===== config.mk =====
export PLATFORM = sky130hd
export DESIGN_NAME = frame_scan_sequencer
export DESIGN_NICKNAME = d
export VERILOG_FILES = /design/src/rtl/frame_scan_sequencer_pkg.sv /design/src/rtl/axis_stride_counter.sv /design/src/rtl/frame_scan_sequencer.sv
export SDC_FILE = /design/constraint.sdc
export NUM_CORES = 1
export LEC_CHECK = 0
export CORE_UTILIZATION = 35
export DETAILED_ROUTE_END_ITERATION = 10
export SKIP_CTS_REPAIR_TIMING = 1
export SLEW_MARGIN = 10
export SYNTH_ARGS = -nofsm -noshare
export SYNTH_HDL_FRONTEND = slang
export SYNTH_HIERARCHICAL = 1
export SYNTH_SLANG_ARGS = --single-unit

===== constraint.sdc =====
create_clock -name clk -period 10.9 [get_ports clk]
set_input_delay 1.635 -clock clk [delete_from_list [all_inputs] [get_ports clk]]
set_output_delay 1.635 -clock clk [all_outputs]
set_load 0.02 [all_outputs]

===== src/rtl/frame_scan_sequencer_pkg.sv =====
// Purpose : shared definitions for the frame scan sequencer: default frame
//           geometry, scan FSM state type, stride encoding and the helper
//           that finds the last stride-aligned index along one axis.
// Ports   : none (package)
package scan_pkg;

  localparam int IMG_W_DEF = 640;
  localparam int IMG_H_DEF = 640;
  localparam int CW_DEF    = 10;
  localparam int KSIZE_DEF = 3;

  typedef enum logic [1:0] {
    ST_IDLE = 2'd0,
    ST_RUN  = 2'd1,
    ST_DONE = 2'd2
  } state_e;

  // Encoding of the stride2 input / latched stride selector
  localparam logic STRIDE_1 = 1'b0;
  localparam logic STRIDE_2 = 1'b1;

  // Largest multiple of step that still lies inside [0, size-1]
  function automatic int last_index(input int size, input int step);
    return ((size - 1) / step) * step;
  endfunction

endpackage


===== src/rtl/axis_stride_counter.sv =====
// Purpose : one scan axis. Counts 0, S, 2S, ... up to limit, then wraps to 0
//           on the next enabled step. wrap flags that the current count is
//           the final aligned position.
// Ports   : clk, rst (async, active high), clear (sync restart at 0),
//           enable (advance one stride), stride (1 or 2), limit (last aligned
//           index) -> count (current index), wrap (count is last position)
module axis_stride_counter
  import scan_pkg::*;
#(
  parameter int CW = CW_DEF
) (
  input  logic          clk,
  input  logic          rst,
  input  logic          clear,
  input  logic          enable,
  input  logic [1:0]    stride,
  input  logic [CW-1:0] limit,
  output logic [CW-1:0] count,
  output logic          wrap
);

  logic [CW-1:0] r_count;
  logic [CW:0]   w_next;

  // One extra bit so count+stride at the top of the range cannot overflow
  assign w_next = {1'b0, r_count} + {{(CW-1){1'b0}}, stride};
  assign wrap   = (w_next > {1'b0, limit});
  assign count  = r_count;

  // Axis position register: restart, hold, advance or wrap
  always_ff @(posedge clk or posedge rst) begin
    if (rst) begin
      r_count <= {CW{1'b0}};
    end else if (clear) begin
      r_count <= {CW{1'b0}};
    end else if (enable) begin
      if (wrap) begin
        r_count <= {CW{1'b0}};
      end else begin
        r_count <= w_next[CW-1:0];
      end
    end else begin
      r_count <= r_count;
    end
  end

endmodule


===== src/rtl/frame_scan_sequencer.sv =====
// Purpose : walks window centres over an IMG_W x IMG_H feature map at stride
//           1 or 2, one coordinate per valid/ready handshake, with border
//           flags for zero padding and a one-cycle done pulse.
// Ports   : clk, rst (async, active high); start, stride2, abort from the
//           layer controller; out_ready from the consumer; out_valid, row,
//           col, pad_*, last_col, last_frame to the consumer; busy, done
//           back to the layer controller.
module frame_scan_sequencer
  import scan_pkg::*;
#(
  parameter int IMG_W = IMG_W_DEF,
  parameter int IMG_H = IMG_H_DEF,
  parameter int CW    = CW_DEF,
  parameter int KSIZE = KSIZE_DEF
) (
  input  logic          clk,
  input  logic          rst,
  input  logic          start,
  input  logic          stride2,
  input  logic          abort,
  input  logic          out_ready,
  output logic          out_valid,
  output logic [CW-1:0] row,
  output logic [CW-1:0] col,
  output logic          pad_top,
  output logic          pad_bottom,
  output logic          pad_left,
  output logic          pad_right,
  output logic          last_col,
  output logic          last_frame,
  output logic          busy,
  output logic          done
);

  localparam int R = (KSIZE - 1) / 2;

  localparam logic [CW-1:0] LC_S1   = CW'(last_index(IMG_W, 1));
  localparam logic [CW-1:0] LC_S2   = CW'(last_index(IMG_W, 2));
  localparam logic [CW-1:0] LR_S1   = CW'(last_index(IMG_H, 1));
  localparam logic [CW-1:0] LR_S2   = CW'(last_index(IMG_H, 2));
  localparam logic [CW-1:0] PAD_LO  = CW'(R);
  localparam logic [CW-1:0] PAD_BOT = CW'(IMG_H - 1 - R);
  localparam logic [CW-1:0] PAD_RGT = CW'(IMG_W - 1 - R);

  state_e        r_state;
  state_e        w_state_nxt;
  logic          r_stride2;
  logic [1:0]    w_step;
  logic [CW-1:0] w_col_lim;
  logic [CW-1:0] w_row_lim;
  logic          w_valid;
  logic          w_start_acc;
  logic          w_adv;
  logic          w_col_wrap;
  logic          w_row_wrap;

  assign w_valid     = (r_state == ST_RUN);
  assign w_start_acc = (r_state == ST_IDLE) & start;
  // abort wins over a handshake presented in the same cycle
  assign w_adv       = w_valid & out_ready & ~abort;

  // Stride-dependent step size and last aligned row/column
  always_comb begin
    if (r_stride2 == STRIDE_2) begin
      w_step    = 2'd2;
      w_col_lim = LC_S2;
      w_row_lim = LR_S2;
    end else begin
      w_step    = 2'd1;
      w_col_lim = LC_S1;
      w_row_lim = LR_S1;
    end
  end

  axis_stride_counter #(.CW(CW)) u_col_cnt (
    .clk    (clk),
    .rst    (rst),
    .clear  (w_start_acc),
    .enable (w_adv),
    .stride (w_step),
    .limit  (w_col_lim),
    .count  (col),
    .wrap   (w_col_wrap)
  );

  // Row advances only when the column wraps on an accepted handshake
  axis_stride_counter #(.CW(CW)) u_row_cnt (
    .clk    (clk),
    .rst    (rst),
    .clear  (w_start_acc),
    .enable (w_adv & w_col_wrap),
    .stride (w_step),
    .limit  (w_row_lim),
    .count  (row),
    .wrap   (w_row_wrap)
  );

  // Scan FSM next-state decode
  always_comb begin
    w_state_nxt = r_state;
    case (r_state)
      ST_IDLE: begin
        if (start) begin
          w_state_nxt = ST_RUN;
        end else begin
          w_state_nxt = ST_IDLE;
        end
      end
      ST_RUN: begin
        if (abort) begin
          w_state_nxt = ST_IDLE;
        end else if (w_adv & w_col_wrap & w_row_wrap) begin
          w_state_nxt = ST_DONE;
        end else begin
          w_state_nxt = ST_RUN;
        end
      end
      ST_DONE: w_state_nxt = ST_IDLE;
      default: w_state_nxt = ST_IDLE;
    endcase
  end

  // Scan FSM state register
  always_ff @(posedge clk or posedge rst) begin
    if (rst) begin
      r_state <= ST_IDLE;
    end else begin
      r_state <= w_state_nxt;
    end
  end

  // Stride selector, captured only when a scan is accepted
  always_ff @(posedge clk or posedge rst) begin
    if (rst) begin
      r_stride2 <= STRIDE_1;
    end else if (w_start_acc) begin
      r_stride2 <= stride2;
    end else begin
      r_stride2 <= r_stride2;
    end
  end

  assign out_valid = w_valid;
  assign busy      = w_valid;
  assign done      = (r_state == ST_DONE);

  // Flags are forced low outside RUN so reset/idle present all zeros
  assign pad_top    = w_valid & (row < PAD_LO);
  assign pad_bottom = w_valid & (row > PAD_BOT);
  assign pad_left   = w_valid & (col < PAD_LO);
  assign pad_right  = w_valid & (col > PAD_RGT);
  assign last_col   = w_valid & (col == w_col_lim);
  assign last_frame = w_valid & (col == w_col_lim) & (row == w_row_lim);

endmodule


==> Word-level counts from Yosys, hierarchy flattened <==
Index checks and enable logic that the tools add are counted.
{ "totals": {"out_inout_bits": 29, "word_cells": 43, "regBits": 23, "inputBits": 6} }
{ "op_classes": {"add_sub_neg": 2, "eq_ne": 4, "n_mux": 12, "reduce_logical": 3, "bitwise": 12, "order_cmp": 6} }
{ "ops": {"columns": ["op", "n"], "rows": [
  ["$mux 10", 6],
  ["$add 10x2->11", 2],
  ["$gt 11x10->1", 2],
  ["$eq 10x10->1", 2],
  ["$gt 10x10->1 const B", 2],
  ["$lt 10x1->1 const B", 2],
  ["$and 1x1->1", 11],
  ["$mux 2", 3],
  ["$pmux 2 s2", 1],
  ["$reduce_bool 2->1", 2],
  ["$eq 2x1->1 const B", 1],
  ["$eq 2x2->1 const B", 1],
  ["$logic_not 2->1", 1],
  ["$mux 1", 2],
  ["$not 1->1", 1]
]} }

==> Depth between registers and ports, before layout <==
Gate-level depths: netlist of the first run.
{ "logic_depth": {"ltp_word": 8, "mapped_depth": 18, "depth_no_buf": 18} }

==> By module <==
The synthesis of the first run kept the hierarchy.
{ "by_module_without_submodules": {"columns": ["mod", "instances", "cells_per_inst", "area_per_inst_um2", "seq_area_each_um2"], "rows": [
  ["axis_stride_counter at u_col_cnt", 1, 116, 928.4, 250.2],
  ["axis_stride_counter at u_row_cnt", 1, 99, 895.9, 250.2],
  ["frame_scan_sequencer", 1, 47, 342.8, 75.1]
]} }

==> Worst setup path before layout of the first run <==
Ideal clock, no wire load.
{ "synth_timing": {"path_kind": "flip-flop to flip-flop", "from": "register r_stride2", "to": "register u_row_cnt.r_count[1] (netlist: u_row_cnt/count[1])", "slack_ns": 7.258, "path_stages_with_launch": 19, "t_arrival_ns": 3.521, "t_required_ns": 10.779, "path_buffers": 0, "setup_ns": 0.121, "synth_period_minus_slack_ns": 3.642, "cell_sequence": "dfrtp_1 -> inv_1 -> ha_1 -> fa_1 -> nand3_1 -> nor3_1 -> xor2_1 -> ha_1 -> a21o_1 -> a211oi_1 -> nand2_1 -> o21ai_0 -> o21ai_0 -> nand2_1 -> nor2_1 -> nor2b_1 -> o21ai_1 -> nand2_1 -> a32o_2"} }
{ "synth_between": {"word_cells_on_any_way": 11, "classes_between": "add/sub: 2; order compare: 2; mux: 5; bitwise: 1; reduce/logical: 1"} }
{ "synth_lines": {"columns": ["element", "line_no", "rtl"], "rows": [
  ["start, declared", "frame_scan_sequencer.sv:47", "logic r_stride2;"],
  ["start signal, assigned", "frame_scan_sequencer.sv:137", "r_stride2 <= stride2;"],
  ["start signal, assigned", "frame_scan_sequencer.sv:139", "r_stride2 <= r_stride2;"],
  ["$mux 1", "frame_scan_sequencer.sv:64", "if (r_stride2 == STRIDE_2) begin"],
  ["via w_col_lim[0]", "frame_scan_sequencer.sv:49", "logic [CW-1:0] w_col_lim;"],
  ["$gt 11x10->1", "axis_stride_counter.sv:27", "assign wrap = (w_next > {1'b0, limit});"],
  ["via w_col_wrap", "frame_scan_sequencer.sv:54", "logic w_col_wrap;"],
  ["$and 1x1->1", "frame_scan_sequencer.sv:91", ".enable (w_adv & w_col_wrap),"],
  ["$reduce_bool 2->1 (no source line)", null, null],
  ["end signal, assigned", "axis_stride_counter.sv:33", "r_count <= {CW{1'b0}};"],
  ["end signal, assigned", "axis_stride_counter.sv:35", "r_count <= {CW{1'b0}};"],
  ["end signal, assigned", "axis_stride_counter.sv:38", "r_count <= {CW{1'b0}};"],
  ["end, declared", "axis_stride_counter.sv:22", "logic [CW-1:0] r_count;"]
]} }
The timed path passes the listed nets, and every way through them passes these cells. The select of a mux whose other input is x is not followed.
A chain may end at the register's enable or synchronous reset.

==> Final worst setup path of the first run <==
Same ends and word-level chain as after synthesis.

==> summary.md, run 1 <==
| Metric | Value |
|---|---|
| Average size of a mapped cell | 8.27 sq um |
| Critical path launch point type | register |
| Vias | 1998 |
| Met3 WL post-DR | 283 um |
| Crit path time final | 4180 ps |
| Outcome | finished clean |
| Yosys cell types | 50 |
| Ys async rst share | 100% |
| Slowest stage cell, crit path | dfrtp_1 |
| Vias per std cell | 5.20 |
| EDFF count, synth | 0 |
| CTS buffer count | 3 |
| Filler Cell Count | 614 |
| ANT nets after route | 0 |
| Actual slew at the worst max-slew pin | 698 ps |
| # diodes | 0 |
| Highest Clock Rate | 0.239 GHz |
| Mapped cell area | 2170 sq um |
| Predominant post-synthesis flop cell | dfrtp_1 |
| R2R Setup Slk | 6720 ps |
| Layout cells sized above 1 | 5.83% |
| Num ports | 35 |
| Total GRT Usage | 18.5% |
| Synthesized flop and latch total | 23 |
| Max-cap violations | 0 |
| Starting Density | 36.4% |
| Worst path cell trace | inv_1 -> ha_1 -> fa_1 -> nand3_1 -> nor3_1 -> xor2_1 -> ha_1 -> a21o_1 -> a211oi_1 -> nand2_1 -> o21ai_0 -> o21ai_0 -> nand2_1 -> nor2_1 -> nor2b_1 -> o21ai_1 -> nand2_1 -> a32o_2 |
| Worst reg2reg path endpoint | u_row_cnt/count[1] |
| Mux contribution to synthesized area | 0% |
| Hold_sp | u_col_cnt/count[8] |
| Pwr dens | 95.2 nW/um^2 |
| Warnings from Yosys | 6 |
| Clock buffer depth | 2 |
| Crit end category | register |
| Vias in the first global route | 1792 |
| First DRT Iteration DRCs | 91 |
| Final cell count without fillers | 384 |
| Clk_lat worst skew | 270 ps |
| Final setup margin | 6720 ps |
| CTS tree | built |
| DIE WIDTH | 80.7 um |
| Die Ht | 80.7 um |
| Clock Sink Count | 23 |
| Remaining DRCs | 0 |
| Dpl hpwl | 4.39 mm |
| Setup violations, final | 0 |
| Max VDD drop | 0.0581 mV |
| Design area | 2650 sq um |
| Worst endpoint data arrival time | 4340 ps |
| Hold path depth | 2 |
| Top sig layer | met4 |
| Highest-count cells in the layout ignoring fill and taps | nand2_1, clkdlybuf4s50_1, inv_1 |
| M1 wire length | 2.94 mm |
| CP Class | reg -> reg |
| Clk root buf | clkbuf_8 |
| Number of I/O port buffers | 34 |
| Largest net degree at the start of global routing | 14 |
| Worst slew margin | 53.3% |
| RePlAce Congestion | 0.838 |
| Post-Synth Simple-Gate Area | 26.7% |
| Compound-Gate Fraction of Synth Area | 18.1% |
| Die area | 6510 sq um |
| Place WS | 6800 ps |
| Largest family of logic cells by synthesized area | simple AND/OR/NAND/NOR gates |
| Worst-path fanout max | 8 |
| Most Frequent Cell on Critical Path | nand2_1 |
| Worst hold path type | reg -> reg |
| H-tree levels | 1 |
| Crit path largest cell delay | 540 ps |
| Placement Rows | 28 |
| Synth Area in XOR/XNOR | 5.66% |
| Adder-Cell Fraction of Synth Area | 15.7% |
| Core area | 5960 sq um |
| Final hold vios | 0 |
| RSZ-0062 raised after global routing | no |
| Sequential fraction of the synthesis area | 26.6% |
| Placed cell area | 2610 sq um |
| Reg2Reg Depth | 18 |
| Syn-to-layout area delta | 22.5% |
| Setup TNS Final | 0 ps |
| Drt total wl | 5.60 mm |
| Final Cycle Share | 38.3% |
| Drt wl/cell | 14.6 um |
| Cell count after placement | 380 |
| FF-to-FF Start | r_stride2 |
| Cells after Synth | 262 |
| Endpoint, Worst Hold | u_col_cnt/count[8] |
| FF+latch area | 576 sq um |
| Global-route wire length before repair | 9.07 mm |
| Worst Path Required | 11070 ps |
| Initial antenna violation count | 0 |
| Max-slew violation count | 0 |
| Area of the multi-input gates | 1500 sq um |
| Final nets | 342 |
| Metal2 WL | 2.35 mm |
| Clk slew on worst S/H paths | 90 ps |
| Leak Pwr | 1.38 nW |
| Grt ovf | 0 |
| Worst clock skew | 4.85 ps |
| Drt first pass iters | 4 |
## state kept, by name (all words and copies together) (netlist names)
name	cells
u_row_cnt/count	10
r_stride2	1
u_col_cnt/count	10
r_state	2
## worst max-delay path: cells and delay by family (launching register included)
family                     cells  cell delay [ps]
DFF                            1              540
buffers and inverters          1              170
and+or+nand+nor                7              890
AOI/OAI and AO/OA              6             1340
xor gates and xnor gates       1              170
adders and majority gates      3              960
## where the power goes
group / switching, mW / internal [mW]
Clock: 0.0304 / 0.0256
Combinational: 0.0514 / 0.0414
Sequential: 0.0136 / 0.0903
Total: 0.0954 / 0.157
## metal layers
metal  up-vias  track usage [%]
met5         -                0
met4         0             3.39
met3         2             2.39
met2        55             26.5
met1       922             29.0
li1       1019                -
## area by class of cell
class                           count  area share [%]
Multi-Input combinational cell    222            56.5
Sequential cell                    23            21.7
Clock inverter                      1           0.189
Clock buffer                        3            1.56
Inverter                           26            3.68
Timing Repair Buffer               34            12.8
Tap cell                           75            3.54
## how the worst max path moves through the flow
stage | start | endpoint | cells past startpoint
2_1_floorplan | r_stride2 | u_row_cnt/count[1] | 18
3_3_place_gp | r_stride2 | u_row_cnt/count[1] | 18
3_5_place_dp | r_stride2 | u_row_cnt/count[1] | 18
4_1_cts | r_stride2 | u_row_cnt/count[1] | 18
5_1_grt | r_stride2 | u_row_cnt/count[1] | 18
6_report | r_stride2 | u_row_cnt/count[1] | 18
## synthesized netlist by cell type, types with 6 or more instances
master    n  share of area [%]
o21ai_0  12                2.8
inv_1    26                4.5
dfrtp_1  23                 27
nand3_1  13                3.0
nand4_1  10                2.9
xnor2_1  10                4.0
nand2_1  34                5.9
ha_1     24                 14
a21o_1    6                2.1
a21oi_1  10                2.3
nor2_1   14                2.4
## stage by stage
| stage | total power, mW | hold WS, ps | utilization (%) |
|---|---|---|---|
| floorplan | 0.166 | 606 | - |
| global placement | 0.197 | 606 | 43.8 |
| detailed placement | 0.198 | 609 | 43.8 |
| CTS | 0.253 | 631 | 44.6 |
| global route | 0.271 | 669 | 44.6 |
| finish | 0.253 | 617 | 44.6 |
## logic make-up (layout without fill, tap and decap cells)
logic type / count (synthesis) / in the layout
AOI/OAI and AO/OA: 56 / 56
xor gates and xnor gates: 14 / 14
adders and majority gates: 26 / 26
buffers and inverters: 33 / 64
DFF: 23 / 23
other: 2 / 18
and+or+nand+nor: 108 / 108
Note: power is estimated with default switching activity, not from simulation.
==> run 2: changes to the inputs <==
==> constraint.sdc (replaced) <==
create_clock -name clk -period 3.75 [get_ports clk]
set_input_delay 0.5625 -clock clk [delete_from_list [all_inputs] [get_ports clk]]
set_output_delay 0.5625 -clock clk [all_outputs]
set_load 0.02 [all_outputs]
==> run 2 against run 1 <==
- first-iteration DRC count grew 68%
- worst setup slack lost 6400 ps
- count of clock-buffer cells in the layout is 1 higher
- sequential share of layout area fell by 1.6 points
- highest routed layer unchanged
- hold slack worse by 75 ps
- non-clock buffer count up 20
- largest cell class unchanged
==> summary.md, run 2 (synthesis results as in run 1) <==
| Metric | Value |
|---|---|
| Setup TNS Final | 0 ps |
| Remaining DRCs | 0 |
| Final nets | 362 |
| Worst Path Required | 3910 ps |
| Total GRT Usage | 19.2% |
| Clk_lat worst skew | 270 ps |
| Reg2Reg Depth | 18 |
| Largest net degree at the start of global routing | 13 |
| RePlAce Congestion | 0.828 |
| Layout Utilization | 48.2% |
| Clock buffer depth | 2 |
| # diodes | 0 |
| Worst clock skew | 7.56 ps |
| Worst Hold Slack | 542 ps |
| CP Class | reg -> reg |
| Leak Pwr | 1.47 nW |
| Starting Density | 36.4% |
| Setup violations, final | 0 |
| Critical path launch point type | register |
| ANT nets after route | 0 |
| Vias | 2055 |
| H-tree levels | 1 |
| Pwr dens | 271 nW/um^2 |
| Drt first pass iters | 4 |
| Worst endpoint data arrival time | 3640 ps |
| Core area | 5960 sq um |
| Final setup margin | 275 ps |
| Design Power | 0.777 mW |
| Crit path time final | 3470 ps |
| Initial antenna violation count | 0 |
| Num ports | 35 |
| Grt ovf | 0 |
| Final cell count without fillers | 404 |
| Number of I/O port buffers | 34 |
| Design area | 2870 sq um |
| FF+latch area | 576 sq um |
| Worst hold path type | in -> async |
| Actual slew at the worst max-slew pin | 629 ps |
| Global-route wire length before repair | 9.52 mm |
| Filler Cell Count | 605 |
| RSZ-0062 raised after global routing | no |
| CTS tree | built |
| Clk slew on worst S/H paths | 90 ps |
| Final hold vios | 0 |
| Area of the multi-input gates | 1570 sq um |
| First DRT Iteration DRCs | 153 |
| Drt wl/cell | 14.4 um |
| Worst-path fanout max | 8 |
| Syn-to-layout area delta | 32.4% |
| Clk root buf | clkbuf_8 |
| Drt total wl | 5.84 mm |
| Placement Rows | 28 |
| Highest Clock Rate | 0.288 GHz |
| Cell count after placement | 396 |
| Vias per std cell | 5.09 |
| Dpl hpwl | 4.65 mm |
| Clock Sink Count | 23 |
| Layout cells sized above 1 | 15.5% |
| DIE WIDTH | 80.7 um |
| Crit end category | register |
| Die Ht | 80.7 um |
| Worst slew margin | 57.9% |
| Highest-count cells in the layout ignoring fill and taps | clkdlybuf4s50_1, nand2_1, inv_1 |
| Max-slew violation count | 0 |
| Final Cycle Share | 92.7% |
| Outcome | finished clean |
| Leading cell type in the layout, fill and taps excluded | clkdlybuf4s50_1 |
| Placed cell area | 2730 sq um |
| Max-cap violations | 0 |
| Vias in the first global route | 1853 |
| Die area | 6510 sq um |
| Place WS | -124 ps |
| Max VDD drop | 0.189 mV |
| CTS buffer count | 3 |
## run 2: worst paths after layout
check / startpoint / end / slack, ps
max: r_stride2 / u_row_cnt/count[7] / 280
min: rst / r_state[0] / 540
max reg2reg: r_stride2 / u_row_cnt/count[7] / 280
min reg2reg: u_row_cnt/count[9] / u_row_cnt/count[9] / 630
max in group asynchronous: rst / u_col_cnt/count[8] / 2820
min in group clk: u_row_cnt/count[9] / u_row_cnt/count[9] / 630
## run 2: power breakdown
part           switching [mW]  leakage [nW]  internal (mW)  total (mW)
Clock                  0.0800        0.0228         0.0759       0.156
Sequential             0.0166         0.316          0.263       0.279
Combinational           0.185          1.14          0.156       0.341
## run 2: cell type report
class,instances,share of cell area (%)
Inverter,26,3.40
Sequential cell,23,20.1
Multi-Input combinational cell,222,54.6
Timing Repair Buffer,54,17.1
Tap cell,75,3.27
Clock buffer,4,1.57
## run 2: critical path: stages (launching register included)
cell and delay, ps:
dfrtp_1 420, inv_2 70, ha_2 190, fa_2 220, nand3_2 90, nor3_2 160
xor2_1 240, ha_1 290, a21o_1 200, a211oi_2 240, nand2_1 80, o21ai_1 120
o21ai_1 120, nand2_1 120, nor2_4 50, nor2b_4 130, nand4_1 180, nand2_2 160
a32o_1 300
## run 2: per-layer routing
layer / wire, um / share of wire, % / global-route usage, %
met3: 258 / 4.4 / 1.59
met1: 3020 / 52 / 30.0
met2: 2520 / 43 / 28.3
met4: 35 / 0.60 / 3.75
met5: 0 / 0 / 0
